### src/rtl/kv_lookup_table_pkg.sv
// Shared constants and FSM encoding for the key/value lookup table.
// Default widths match the xport2user UDP port demux.
package kv_lookup_table_pkg;

   localparam int DEF_KEY_W = 16;
   localparam int DEF_VAL_W = 112;
   localparam int DEF_SIZE  = 4;

   typedef enum logic [1:0] {
      IDLE      = 2'd0,
      INS_SCAN  = 2'd1,
      INS_WRITE = 2'd2,
      FIND_SCAN = 2'd3
   } kv_state_t;

endpackage

### src/rtl/kv_lookup_table_entry_cmp.sv
// Single-entry comparator: an entry hits when it is valid and its stored key
// equals the key under search on all KEY_W bits.
module kv_entry_cmp
   import kv_lookup_table_pkg::*;
#(
   parameter int KEY_W = DEF_KEY_W
) (
   input  logic             valid,
   input  logic [KEY_W-1:0] entry_key,
   input  logic [KEY_W-1:0] key,
   output logic             hit
);

   assign hit = valid && (entry_key == key);

endmodule

### src/rtl/kv_lookup_table.sv
// Register-based key/value table with sequential one-entry-per-cycle scanning
// for insert/update (with round-robin eviction) and lookup.
module kv_lookup_table
   import kv_lookup_table_pkg::*;
#(
   parameter int KEY_W = DEF_KEY_W,
   parameter int VAL_W = DEF_VAL_W,
   parameter int SIZE  = DEF_SIZE
) (
   input  logic             clk,
   input  logic             rst,
   input  logic             insert_key_stb,
   input  logic [KEY_W-1:0] insert_key,
   input  logic [VAL_W-1:0] insert_value,
   input  logic             find_key_stb,
   input  logic [KEY_W-1:0] find_key,
   output logic             kv_map_busy,
   output logic             find_res_stb,
   output logic             find_res_match,
   output logic [VAL_W-1:0] find_res_value,
   output logic [SIZE:0]    occupied
);

   localparam int N = 1 << SIZE;

   kv_state_t        state;
   kv_state_t        next_state;

   logic [N-1:0]     valid;
   logic [KEY_W-1:0] keys [N];
   logic [VAL_W-1:0] vals [N];

   logic [SIZE-1:0]  idx;
   logic             last_idx;
   logic [KEY_W-1:0] scan_key;
   logic [VAL_W-1:0] ins_value;
   logic             pend_find;
   logic [KEY_W-1:0] pend_key;

   logic             have_match;
   logic [SIZE-1:0]  match_idx;
   logic             have_free;
   logic [SIZE-1:0]  free_idx;
   logic [SIZE-1:0]  repl_ptr;

   logic [SIZE-1:0]  wr_idx;
   logic             wr_new;
   logic             wr_evict;
   logic             hit;

   assign last_idx = (idx == SIZE'(N - 1));

   kv_entry_cmp #(
      .KEY_W(KEY_W)
   ) u_cmp (
      .valid     (valid[idx]),
      .entry_key (keys[idx]),
      .key       (scan_key),
      .hit       (hit)
   );

   always_comb begin
      next_state = state;
      case (state)
         IDLE: begin
            if (insert_key_stb)
               next_state = INS_SCAN;
            else if (find_key_stb)
               next_state = FIND_SCAN;
         end
         INS_SCAN: begin
            if (last_idx)
               next_state = INS_WRITE;
         end
         INS_WRITE: begin
            next_state = pend_find ? FIND_SCAN : IDLE;
         end
         FIND_SCAN: begin
            if (hit || last_idx)
               next_state = IDLE;
         end
         default: next_state = IDLE;
      endcase
   end

   // Write target: existing key first, then lowest free slot, then evict.
   always_comb begin
      wr_idx   = repl_ptr;
      wr_new   = 1'b0;
      wr_evict = 1'b0;
      if (have_match) begin
         wr_idx = match_idx;
      end else if (have_free) begin
         wr_idx = free_idx;
         wr_new = 1'b1;
      end else begin
         wr_evict = 1'b1;
      end
   end

   always_ff @(posedge clk) begin
      if (rst) begin
         state          <= IDLE;
         kv_map_busy    <= 1'b0;
         valid          <= '0;
         occupied       <= '0;
         repl_ptr       <= '0;
         pend_find      <= 1'b0;
         find_res_stb   <= 1'b0;
         find_res_match <= 1'b0;
         find_res_value <= '0;
         idx            <= '0;
         have_match     <= 1'b0;
         have_free      <= 1'b0;
      end else begin
         state        <= next_state;
         kv_map_busy  <= (next_state != IDLE);
         find_res_stb <= 1'b0;
         case (state)
            IDLE: begin
               idx        <= '0;
               have_match <= 1'b0;
               have_free  <= 1'b0;
               pend_find  <= insert_key_stb && find_key_stb;
            end
            INS_SCAN: begin
               idx <= idx + SIZE'(1);
               if (hit && !have_match) begin
                  have_match <= 1'b1;
                  match_idx  <= idx;
               end
               if (!valid[idx] && !have_free) begin
                  have_free <= 1'b1;
                  free_idx  <= idx;
               end
            end
            INS_WRITE: begin
               valid[wr_idx] <= 1'b1;
               if (wr_new)
                  occupied <= occupied + (SIZE + 1)'(1);
               if (wr_evict)
                  repl_ptr <= repl_ptr + SIZE'(1);
               pend_find <= 1'b0;
               idx       <= '0;
            end
            FIND_SCAN: begin
               idx <= idx + SIZE'(1);
               if (hit || last_idx) begin
                  find_res_stb   <= 1'b1;
                  find_res_match <= hit;
                  find_res_value <= hit ? vals[idx] : '0;
               end
            end
            default: ;
         endcase
      end
   end

   // Key/value storage and request latches carry no reset; valid gates them.
   always_ff @(posedge clk) begin
      if (state == IDLE) begin
         if (insert_key_stb) begin
            scan_key  <= insert_key;
            ins_value <= insert_value;
            pend_key  <= find_key;
         end else if (find_key_stb) begin
            scan_key <= find_key;
         end
      end
      if (state == INS_WRITE && !rst) begin
         keys[wr_idx] <= scan_key;
         vals[wr_idx] <= ins_value;
         if (pend_find)
            scan_key <= pend_key;
      end
   end

endmodule

### config.mk
export PLATFORM = sky130hd
export DESIGN_NAME = kv_lookup_table
export DESIGN_NICKNAME = d
export VERILOG_FILES = /design/src/rtl/kv_lookup_table_pkg.sv /design/src/rtl/kv_lookup_table_entry_cmp.sv /design/src/rtl/kv_lookup_table.sv
export SDC_FILE = /design/constraint.sdc
export NUM_CORES = 2
export LEC_CHECK = 0
export CORE_MARGIN = 2
export CORE_UTILIZATION = 50
export CTS_CLUSTER_DIAMETER = 40
export CTS_CLUSTER_SIZE = 20
export DETAILED_ROUTE_END_ITERATION = 10
export PLACE_DENSITY = 0.71
export SYNTH_ARGS = -nofsm -noshare
export SYNTH_HDL_FRONTEND = slang
export SYNTH_SLANG_ARGS = --single-unit
### constraint.sdc
create_clock -name clk -period 8.9 [get_ports clk]
set_input_delay 1.335 -clock clk [delete_from_list [all_inputs] [get_ports clk]]
set_output_delay 1.335 -clock clk [all_outputs]
set_load 0.01 [all_outputs]
==> results.cfg <==
[setup_path]
crit_path_frequent_cell = buf_4
rr_endpoint = find_res_value[5]$_SDFFE_PP0P_
r2r.worst_path.cells = 10
max_stage_delay_ns = 1.15
cp_max_fo = 68
crit_slowest_cell = or3b_4
required_ns = 9.72
reg2reg_slack_ns = 2.69
critPathArrivalTime_ns = 7.04
startpoint_type = flip-flop
critical_path_class = reg -> reg
crit_chain = buf_4 > mux4_2 > and2_1 > a211oi_1 > a21oi_1 > xor2_1 > or4_4 > or3b_4 > buf_4 > a31o_2
reg2reg_from = idx[1]$_SDFF_PP0_
endpoint_kind = flip-flop

[synth]
syn_area_um2 = 89900
syn_avg_cell_area_um2 = 21.4
yosys.cell_types.count = 56
yosysWarnings = 0
async_flop_share = 0
synth_nets = 4347
synth_seq_area_share = 0.766
synthCells = 4196
synth.area.top_cells = edfxtp_1, mux4_2, dfxtp_1, o31ai_1, nor2b_1
yosysTopAreaCell = edfxtp_1
netlist.area_leader.share = 0.730
synth_seq_cells = 2349
ys.flop_type = edfxtp_1
synth_edf_count = 2184

[floorplan]
die_y_um = 428
io_pins = 268
die_area_um2 = 183000
placementRows = 155
start_util = 0.503
die_w_um = 428
core-area_um2 = 179000

[power_and_ir_drop]
ir_drop_mv = 0.177
leakage_nw = 32.3
power_density_nw_per_um2 = 267
fin_total_pwr_mw = 28.1

[detailed_routing]
drtPass1Iterations = 6
wl_um = 220000
drc = 0
drtAntennaViolNets = 0
vias_per_cell = 6.35
num_vias = 45500
drt-wirelength-per-cell_um = 30.8
drt_iter0_markers = 5393

[clock_tree]
hold_buffers = 0
numCtsBuffers = 294
ctsResizeCount = 0
cts.sinks = 2349
cts_setup_buffers = 0
clk_path_buf_depth = 4
clk_latency_ns = 0.94
h-tree-depth = 5
path_clk_slew_ns = 0.06
clock-root-buffer = clkbuf_16
cts_tree = built

[timing]
rsz0062_at_grt = false
worst_pin_slew_ns = 1.32
clock.fmax_ghz = 0.161
max_slew_margin = 0.117
clock_skew_ns = 0.0680
slew_viol_final = 0
post-route-period-util = 0.698
finalWorstSetupSlack_ns = 2.69
finalHoldViolations = 0
finalSetupViolCount = 0
fin_setup_tns_ns = 0
min_period_ns = 6.21

[global_route]
track_usage = 0.240
grt_pass1_vias = 46100
grt_overflow = 0
grt_max_degree = 156
antenna_found_initial = 7
grt_pass1_wl_um = 320000

[min_path]
worstHoldStart = pend_key[4]$_DFFE_PP_
hold_depth = 2
worstHoldEndpoint = scan_key[4]$_DFF_P_
min_path_type = reg -> reg

[final_layout]
drive_gt1_frac = 0.272
syn_to_final_growth_pct = 17.1
finalNetCount = 4727

[place]
dp_hpwl_um = 107000
routabilityCongestion = 0.768
portBuffers = 267
post-place-ws_ns = 2.72

[run]
cap_viol_max_count = 0

[run_status]
outcome = complete, no violations
## cell type report
class	count	area, um2
well taps	2355	2950
fillers	12300	73400
clock inverters	199	2250
diodes	2	5.00
inverters	26	110
repair buffers	352	3450
multi-input cells	1553	20000
flip-flops and latches	2349	68900
clock buffers	318	7590
## cells in the final DEF (no fill, tap or decap), types with 74 or more instances in the layout
master	count
edfxtp_1	2184
buf_4	74
a31o_2	83
dfxtp_1	161
o31ai_1	130
mux4_2	616
nand3_1	127
clkdlybuf4s50_1	266
clkbuf_16	298
nand2_1	162
nor2b_1	118
## routing by layer
layer | up-vias | global-route usage | wire [um]
met2 | 2410 | 0.391 | 109000
met3 | 404 | 0.0445 | 18100
li1 | 18400 | - | -
met4 | 4 | 0.0857 | 7490
met5 | - | 0 | 29
met1 | 24200 | 0.327 | 85400
## Yosys cell counts (all sizes together), types with 3 or more instances
cell type and count:
edfxtp 2184, mux4 616, clkbuf 175, dfxtp 165
nand2 163, o31ai 130, nand3 128, nor2b 118
a31o 113, buf 93, nor2 63, mux2i 51
o22ai 35, inv 26, xnor2 14, a22oi 13
xor2 11, a21oi 10, nor3 10, o21a 7
o21ai 7, a31oi 6, nand2b 5, and2 4
nand3b 4, nand4 4, a211oi 3, and3 3
ha 3, or3 3
## worst max path at each step
stage / from / slack [ns] / cells after the start / end
after floorplan: rst / 1.13 / 3 / keys[10][0]$_DFFE_PP_
after global placement: idx[0]$_SDFF_PP0_ / 2.80 / 10 / find_res_value[107]$_SDFFE_PP0P_
after detailed placement: idx[0]$_SDFF_PP0_ / 2.72 / 10 / find_res_value[16]$_SDFFE_PP0P_
after CTS: idx[1]$_SDFF_PP0_ / 2.63 / 10 / find_res_value[5]$_SDFFE_PP0P_
after global routing: idx[0]$_SDFF_PP0_ / 2.45 / 10 / find_res_value[5]$_SDFFE_PP0P_
final: idx[1]$_SDFF_PP0_ / 2.69 / 10 / find_res_value[5]$_SDFFE_PP0P_
## cell families (layout without fill, tap and decap cells)
logic type	after synthesis	count (layout)	share of synthesized area
XOR/XNOR	25	25	0.00244
AO/OA/AOI/OAI	341	341	0.0293
buffers and inverters	294	895	0.0135
AND/OR/NAND/NOR	516	516	0.0279
flip-flops	2349	2349	0.766
multiplexers	668	668	0.160
other	0	2	0
adder cells (fa/ha/maj)	3	3	0.000418
## state kept, by name, indices dropped and copies added (netlist names), 2 cells and up
signal          flops
ins_value         112
occupied            5
pend_key           16
vals             1792
repl_ptr            4
keys              256
idx                 4
valid              16
match_idx           4
scan_key           16
find_res_value    112
free_idx            4
state               2
## metrics by stage
stage          hold WS [ns]  instance area, um2   util  instances
4_1_cts               0.447              105000  0.589       7152
2_1_floorplan         0.418               89900      -       4196
6_report              0.443              105000  0.589       7154
5_1_grt               0.456              105000  0.589       7154
3_3_place_gp          0.425               95400  0.534       6635
3_5_place_dp          0.432               95400  0.534       6635
## worst max-delay path, delay by kind of cell, from the launching register on
| kind | cells | cell delay, ns |
|---|---|---|
| compound gates | 3 | 0.59 |
| flops | 1 | 0.83 |
| buf+inv | 2 | 1.58 |
| mux | 1 | 0.41 |
| xor+xnor | 1 | 0.33 |
| simple gates | 3 | 2.25 |
## report_power, final
part / internal [mW] / switching (mW) / total, mW
clock: 7.01 / 4.84 / 11.8
combinational: 1.38 / 1.57 / 2.95
sequential: 12.8 / 0.543 / 13.3
No activity file was read; power rests on OpenSTA's default activity.
